<file path="config.mk">
export PLATFORM = sky130hd
export DESIGN_NAME = button_conditioner_flat
export DESIGN_NICKNAME = d
export VERILOG_FILES = /design/src/rtl/button_conditioner_if.sv /design/src/rtl/button_conditioner.sv /design/src/flat_wrapper.sv
export SDC_FILE = /design/constraint.sdc
export NUM_CORES = 1
export LEC_CHECK = 0
export ABC_AREA = 0
export CORE_UTILIZATION = 56
export CTS_CLUSTER_SIZE = 25
export DETAILED_ROUTE_END_ITERATION = 8
export PLACE_DENSITY = 0.86
export SKIP_LAST_GASP = 1
export SYNTH_ARGS = -nofsm -noshare
export SYNTH_HDL_FRONTEND = slang
export SYNTH_SLANG_ARGS = --single-unit
</file>
<file path="constraint.sdc">
create_clock -name clk -period 2.2 [get_ports clk]
set_input_delay 0.44 -clock clk [delete_from_list [all_inputs] [get_ports clk]]
set_output_delay 0.44 -clock clk [all_outputs]
set_load 0.03 [all_outputs]
</file>
<file path="src/rtl/button_conditioner_if.sv">
// rtl/button_conditioner_if.sv - signal bundle between the board buttons and the conditioner
// Signals:
//   btn_raw     : raw, unsynchronized, bouncing button inputs (board side drives)
//   btn_level   : debounced button level per channel (conditioner drives)
//   btn_press   : one-cycle pulse when btn_level[i] rises (conditioner drives)
//   btn_release : one-cycle pulse when btn_level[i] falls (conditioner drives)
// Modports:
//   master : board / stimulus side
//   slave  : button_conditioner side
interface button_conditioner_if #(
  parameter int NUM_BTNS = 5
);
  logic [NUM_BTNS-1:0] btn_raw;
  logic [NUM_BTNS-1:0] btn_level;
  logic [NUM_BTNS-1:0] btn_press;
  logic [NUM_BTNS-1:0] btn_release;

  modport master (
    output btn_raw,
    input  btn_level,
    input  btn_press,
    input  btn_release
  );

  modport slave (
    input  btn_raw,
    output btn_level,
    output btn_press,
    output btn_release
  );
endinterface

</file>
<file path="src/rtl/button_conditioner.sv">
// rtl/button_conditioner.sv - per-channel synchronizer, debounce and press/release pulse generator
// Ports:
//   clk    : system clock, all state updates on the rising edge
//   rst    : asynchronous active-low reset
//   btn_if : button_conditioner_if.slave
//            btn_raw in; btn_level, btn_press, btn_release out (all NUM_BTNS wide)
// Parameters:
//   NUM_BTNS        : number of independent button channels (must match btn_if)
//   DEBOUNCE_CYCLES : consecutive stable samples needed to accept a new level (>= 2)
module button_conditioner #(
  parameter int NUM_BTNS        = 5,
  parameter int DEBOUNCE_CYCLES = 500000
) (
  input logic                 clk,
  input logic                 rst,
  button_conditioner_if.slave btn_if
);

  localparam int CNT_W = $clog2(DEBOUNCE_CYCLES);
  localparam logic [CNT_W-1:0] CNT_LAST = CNT_W'(DEBOUNCE_CYCLES - 1);
  localparam logic [CNT_W-1:0] CNT_ONE  = CNT_W'(1);

  typedef enum logic [1:0] {
    IDLE_LOW  = 2'd0,
    WAIT_HIGH = 2'd1,
    IDLE_HIGH = 2'd2,
    WAIT_LOW  = 2'd3
  } state_e;

  logic [NUM_BTNS-1:0] sync1_q;
  logic [NUM_BTNS-1:0] sync2_q;
  state_e              state_q [NUM_BTNS];
  logic [CNT_W-1:0]    cnt_q   [NUM_BTNS];
  logic [NUM_BTNS-1:0] level_q;
  logic [NUM_BTNS-1:0] press_q;
  logic [NUM_BTNS-1:0] release_q;

  // cnt_q holds how many consecutive samples of the new level have been seen,
  // so entering WAIT_* loads 1 and the D-th matching sample is the one that
  // finds cnt_q == D-1 and commits the transition.
  always_ff @(posedge clk or negedge rst) begin
    if (!rst) begin
      sync1_q   <= '0;
      sync2_q   <= '0;
      level_q   <= '0;
      press_q   <= '0;
      release_q <= '0;
      for (int i = 0; i < NUM_BTNS; i++) begin
        state_q[i] <= IDLE_LOW;
        cnt_q[i]   <= '0;
      end
    end else begin
      sync1_q   <= btn_if.btn_raw;
      sync2_q   <= sync1_q;
      press_q   <= '0;
      release_q <= '0;
      for (int i = 0; i < NUM_BTNS; i++) begin
        case (state_q[i])
          IDLE_LOW: begin
            if (sync2_q[i]) begin
              state_q[i] <= WAIT_HIGH;
              cnt_q[i]   <= CNT_ONE;
            end
          end
          WAIT_HIGH: begin
            if (!sync2_q[i]) begin
              state_q[i] <= IDLE_LOW;
              cnt_q[i]   <= '0;
            end else if (cnt_q[i] == CNT_LAST) begin
              state_q[i] <= IDLE_HIGH;
              level_q[i] <= 1'b1;
              press_q[i] <= 1'b1;
              cnt_q[i]   <= '0;
            end else begin
              cnt_q[i] <= cnt_q[i] + CNT_ONE;
            end
          end
          IDLE_HIGH: begin
            if (!sync2_q[i]) begin
              state_q[i] <= WAIT_LOW;
              cnt_q[i]   <= CNT_ONE;
            end
          end
          WAIT_LOW: begin
            if (sync2_q[i]) begin
              state_q[i] <= IDLE_HIGH;
              cnt_q[i]   <= '0;
            end else if (cnt_q[i] == CNT_LAST) begin
              state_q[i]   <= IDLE_LOW;
              level_q[i]   <= 1'b0;
              release_q[i] <= 1'b1;
              cnt_q[i]     <= '0;
            end else begin
              cnt_q[i] <= cnt_q[i] + CNT_ONE;
            end
          end
          default: begin
            state_q[i] <= IDLE_LOW;
            cnt_q[i]   <= '0;
          end
        endcase
      end
    end
  end

  assign btn_if.btn_level   = level_q;
  assign btn_if.btn_press   = press_q;
  assign btn_if.btn_release = release_q;

endmodule

</file>
<file path="src/flat_wrapper.sv">
// flat-port wrapper written by rule: the top's interface ports become plain ports
module button_conditioner_flat 
#(
  parameter int NUM_BTNS        = 5,
  parameter int DEBOUNCE_CYCLES = 500000
)
  (clk, rst, btn_if_btn_raw, btn_if_btn_level, btn_if_btn_press, btn_if_btn_release);
  button_conditioner_if #(.NUM_BTNS(NUM_BTNS)) btn_if_i ();
  input logic clk;
  input logic rst;
  input wire logic [$bits(btn_if_i.btn_raw)-1:0] btn_if_btn_raw;
  output wire logic [$bits(btn_if_i.btn_level)-1:0] btn_if_btn_level;
  output wire logic [$bits(btn_if_i.btn_press)-1:0] btn_if_btn_press;
  output wire logic [$bits(btn_if_i.btn_release)-1:0] btn_if_btn_release;
  assign btn_if_i.btn_raw = btn_if_btn_raw;
  assign btn_if_btn_level = btn_if_i.btn_level;
  assign btn_if_btn_press = btn_if_i.btn_press;
  assign btn_if_btn_release = btn_if_i.btn_release;
  button_conditioner #(.NUM_BTNS(NUM_BTNS), .DEBOUNCE_CYCLES(DEBOUNCE_CYCLES)) u_core (.clk(clk), .rst(rst), .btn_if(btn_if_i));
endmodule
</file>
* Word-level counts from Yosys, hierarchy flattened
Index checks and enable logic that the tools add are counted.
** Operators by class
- Reductions and logical operators :: 25
- Equality and inequality tests :: 60
- Multiplexer cells :: 115
- Add/sub/neg operators :: 5
** Operator list (number)
- $mux 19 :: 25
- $pmux 19 s4 :: 5
- $add 19x1->19 const B :: 5
- $eq 19x19->1 const B :: 5
- $mux 2 :: 30
- $mux 1 :: 45
- $ne 2x1->1 const B :: 20
- $pmux 2 s4 :: 5
- $reduce_and 5->1 :: 5
- $eq 2x2->1 const B :: 10
- $ne 2x2->1 const B :: 10
- $reduce_and 4->1 :: 5
- $ne 3x1->1 const B :: 5
- $ne 3x3->1 const B :: 5
- $eq 2x1->1 const B :: 5
- $logic_not 2->1 :: 5
- $pmux 1 s2 :: 5
- $reduce_and 2->1 :: 5
- $reduce_bool 2->1 :: 5
** Storage, ports and cells
- Input bits :: 7
- Register bits after elaboration :: 130
- Word-level logic and storage cells :: 224
- Output and inout port bits :: 15

* Depth between registers and ports, before layout
- Depth after elaboration :: 4
- Mapped depth :: 8
- Gate-level depth less buffers :: 6

* Worst setup path after synthesis
No wires, ideal clock.
- Path kind :: register to register
- From :: register u_core.cnt_q[90] (netlist name)
- To :: register u_core.cnt_q[88] (netlist name)
- Data arrival time :: 2109 ps
- Buffers on the path :: 1
- Stages on the path, launching flop included :: 7
- Required time :: 2074 ps
- Setup slack :: -35 ps
- Cells stage by stage :: dfrtp_1 > or4b_1 > or4_4 > o21ba_1 > buf_6 > and3_1 > a221o_1
** Between the ends
- Cells in the longest elaborated chain, start to end :: 4
- Elaborated cells between the ends (all ways) :: 5
- Classes of those cells :: 1 x eq/ne; 4 x mux
** Ends and longest elaborated chain
- start: declaration :: RTL line button_conditioner.sv:33 : logic [CNT_W-1:0] cnt_q [NUM_BTNS];
- start signal: indexed assignment :: RTL line button_conditioner.sv:75 : cnt_q[i] <= cnt_q[i] + CNT_ONE;
- start signal: indexed assignment :: RTL line button_conditioner.sv:94 : cnt_q[i] <= cnt_q[i] + CNT_ONE;
- $eq 19x19->1 (*) :: RTL line button_conditioner.sv:69, button_conditioner.sv:88
- $mux 19 (*) :: RTL line button_conditioner.sv:69, button_conditioner.sv:88
- $mux 19 (on tied branches) :: RTL line button_conditioner.sv:85, button_conditioner.sv:66
- $pmux 19 s4 (*) :: RTL line button_conditioner.sv:58 : case (state_q[i])
Every way passes the cells marked *; elsewhere a longest branch is shown, timed or not.
A chain may end at the register's enable or synchronous reset.

* Worst setup path in the final report
- From :: register u_core.cnt_q[85] (netlist name)
- To :: register u_core.cnt_q[88] (netlist name)
** Between the ends
- Cells in the longest elaborated chain, start to end :: 4
- Elaborated cells between the ends (all ways) :: 6
- Classes of those cells :: 1 x add/sub; 1 x eq/ne; 4 x mux
** Ends and longest elaborated chain (RTL line)
- $add 19x1->19 or $eq 19x19->1 (tied branches)
- $mux 19 (*) :: button_conditioner.sv:69, button_conditioner.sv:88
- $mux 19 (on tied branches) :: button_conditioner.sv:85, button_conditioner.sv:66
- $pmux 19 s4 (*) :: button_conditioner.sv:58
Marks and branches as above.

==> results.toml <==
[sta]
worst_slack_ps = -84.38
slew_violations = 0
worstMarginPinSlew_ps = 748.4
finalHoldViolations = 0
slew_headroom_pct = 49.92
setup_viol = 12
finClkSkew_ps = 6.825
finalCritPeriodShare_pct = 103.8
fmax_mhz = 437.8
rsz0062_at_grt = "true"
hold_slack_ps = 351.3
period_needed_ps = 2284

[grt]
overflow = 0
grt_pass1_wl_mm = 28.64
grt_max_degree = 52
grt_pass1_vias = 6086
track_usage_pct = 28.79
antenna_found_initial = 0

[layout]
seq_area_mm2 = 0.003254
mostFrequentLayoutCells = "129 x dfrtp_1, 82 x nand2_1, 59 x a31oi_1, 46 x nand3_1, 39 x a21oi_1"
multi_input_area_mm2 = 0.003286
antennaDiodeCount = 0
area_growth_pct = 20.68
nFillCells = 785
fin_nets = 783
layout-drive-gt1-share_pct = 13.92
final_area_mm2 = 0.008030
final_common_cell = "dfrtp_1"

[cts]
cts.htree.levels = 4
cts_root_buf = "clkbuf_16"
clk_pin_slew_ps = 60
cts_buffer_depth = 2
cts_made_buffers = 17
cts_tree = "yes"
clkLatencyLatePin_ps = 420
clkSinkCount = 130

[yosys]
ys_warn_count = 0
netlist_area_mm2 = 0.006654
synth_edf_count = 0
async_reset_ff_share_pct = 100.0
yosys_most_used_dff = "dfrtp_1"
ys_ff_latch = 130
syn-num-nets = 730
syn_inst = 718
ys_types = 59
ys_seq_area_share_pct = 48.89
avgSynthCellArea_um2 = 9.267

[routing]
wire_per_inst_um = 18.44
drt-total-wl_mm = 17.07
drc = 2
drtAntennaViolNets = 0
vias = 6191
drtIter0Drc = 705
vias_per_cell = 6.686
firstDrtPassIters = 9

[power_and_ir_drop]
combPwrFrac_pct = 5.9
p_sw_share_pct = 23.72
pwr-share-seq_pct = 42.7
power.leakage_nw = 3.382
switchingPower_mw = 1.430
p_int_mw = 4.600
p_per_area_mw_per_mm2 = 750.9
irDropWorstVdd_mv = 0.5937
pwr-share-clk_pct = 51.4

[flow_run]
maxCapViolations = 0

[worst_setup_path]
critPathArrivalTime_ps = 2580
cp_top_family = "simple AND/OR/NAND/NOR gates"
crit_chain = "or4b_1 -> or4_4 -> o21ba_4 -> buf_6 -> a221o_1"
cp.required_ps = 2500
critPathMaxFanout = 7
startpoint_type = "register"
path_class = "reg -> reg"
path_buf_inv = 1
crit_path_end_kind = "register"
max_stage_delay_ps = 560
slowest_stage = "or4_4"

[die]
row_count = 39
dieWidth_um = 111.0
coreArea_mm2 = 0.01152
start_util_pct = 57.78
dieArea_mm2 = 0.01232
ios = 22
fp.dieH_um = 111.0

[run_status]
violations = "design-rule violations, negative setup slack"
status = "finished with violations"

[place]
place_congestion = 0.8923
dp_hpwl_mm = 10.41
place_area_mm2 = 0.007263
portBuffers = 21

[worst_hold_path]
hold_class = "reg -> reg"
==> synth_stat cells (4+ instances only) <==
cell type	count	share of area, %
xor2_1	8	1.1
dfrtp_1	130	49
o22ai_1	4	0.38
o21bai_1	4	0.45
nand2_1	84	4.7
a21oi_1	46	3.5
nor3_1	14	1.1
and3_1	16	1.5
a22o_1	13	1.7
or3_1	5	0.47
and2_1	13	1.2
inv_1	24	1.4
or4_1	6	0.68
or2_2	6	0.56
nor4_1	7	0.66
nand3b_1	4	0.45
a41oi_1	11	1.4
and4_1	7	0.92
nor3b_1	6	0.68
a21o_1	9	1.0
mux2i_1	6	0.90
xnor2_1	5	0.66
nor2_1	39	2.2
a31oi_1	60	5.6
o21ai_0	27	2.0
clkbuf_1	25	1.4
nand3_1	46	3.5
ha_1	5	0.94
nand2b_1	13	1.2
buf_1	4	0.23
nand4_1	24	2.3
==> registers in the layout, summed over array words and instances, names as in the netlist, named ones only <==
name / cells
u_core.sync2_q: 5
u_core.btn_if.btn_press: 5
u_core.sync1_q: 5
u_core.cnt_q: 95
u_core.btn_if.btn_release: 5
u_core.btn_if.btn_level: 5
u_core.state_q: 5
==> area by class of cell <==
class | instances | share of cell area [%]
multi-input cells | 533 | 40.92
flip-flops and latches | 130 | 40.53
repair buffers | 65 | 7.261
clock buffers | 17 | 5.298
clock inverters | 14 | 2.649
well taps | 143 | 2.228
inverters | 24 | 1.122
==> stage by stage <==
| step | setup slack (ps) | util (%) | power [mW] | std cells | setup TNS [ps] |
|---|---|---|---|---|---|
| 6_report | -84.38 | 69.73 | 6.030 | 926 | -341.2 |
| 5_1_grt | -119.4 | 69.73 | 6.191 | 926 | -1137 |
| 4_1_cts | -62.04 | 68.90 | 6.017 | 923 | -93.10 |
| 3_5_place_dp | -118.6 | 63.07 | 2.943 | 891 | -728.3 |
| 3_3_place_gp | -71.52 | 63.07 | 2.909 | 891 | -137.5 |
| 2_1_floorplan | -34.51 | - | 2.790 | 718 | -43.45 |
==> per-layer routing <==
layer  vias up  share of wire (%)  GRT usage, %
li1       2782                  -             -
met1      3008                 39         34.58
met2       334                 51         49.69
met3        67                7.0         6.506
met4         0                2.7         12.42
met5         -                  0             0
==> power by group through the flow <==
stage / combinational, mW / clock, mW / sequential (mW)
CTS: 0.345 / 3.10 / 2.57
detailed placement: 0.333 / 0 / 2.61
global placement: 0.311 / 0 / 2.60
finish: 0.353 / 3.10 / 2.58
floorplan: 0.223 / 0 / 2.57
global route: 0.397 / 3.21 / 2.59
==> what timing repair did <==
item,4_1_cts,5_1_grt
pin swaps,1,3
setup buffers,0,1
setup endpoints to repair,16,30
endpoints found under the hold margin,10,0
gates resized for setup,8,16
cloned,0,2
hold buffers,1,0
==> cell families after synthesis <==
group / count (synthesis) / share of synthesized area [%]
simple gates: 311 / 25.08
compound gates: 194 / 18.65
flops: 130 / 48.89
buf+inv: 56 / 3.309
xor+xnor: 13 / 1.711
mux: 9 / 1.410
fa+ha+maj: 5 / 0.9402
==> worst paths after layout <==
kind / startpoint / to / slack [ps] / depth (start not counted)
min reg2reg: u_core.sync1_q[1] / u_core.sync2_q[1] / 350 / 0
max in group asynchronous: rst / u_core.cnt_q[76] / 1160 / 3
min: u_core.sync1_q[1] / u_core.sync2_q[1] / 350 / 0
max reg2reg: u_core.cnt_q[85] / u_core.cnt_q[88] / -80 / 5
min in group asynchronous: rst / u_core.btn_if.btn_level[3] / 420 / 2
max: u_core.cnt_q[85] / u_core.cnt_q[88] / -80 / 5
Power figures use the tool's default switching activity.
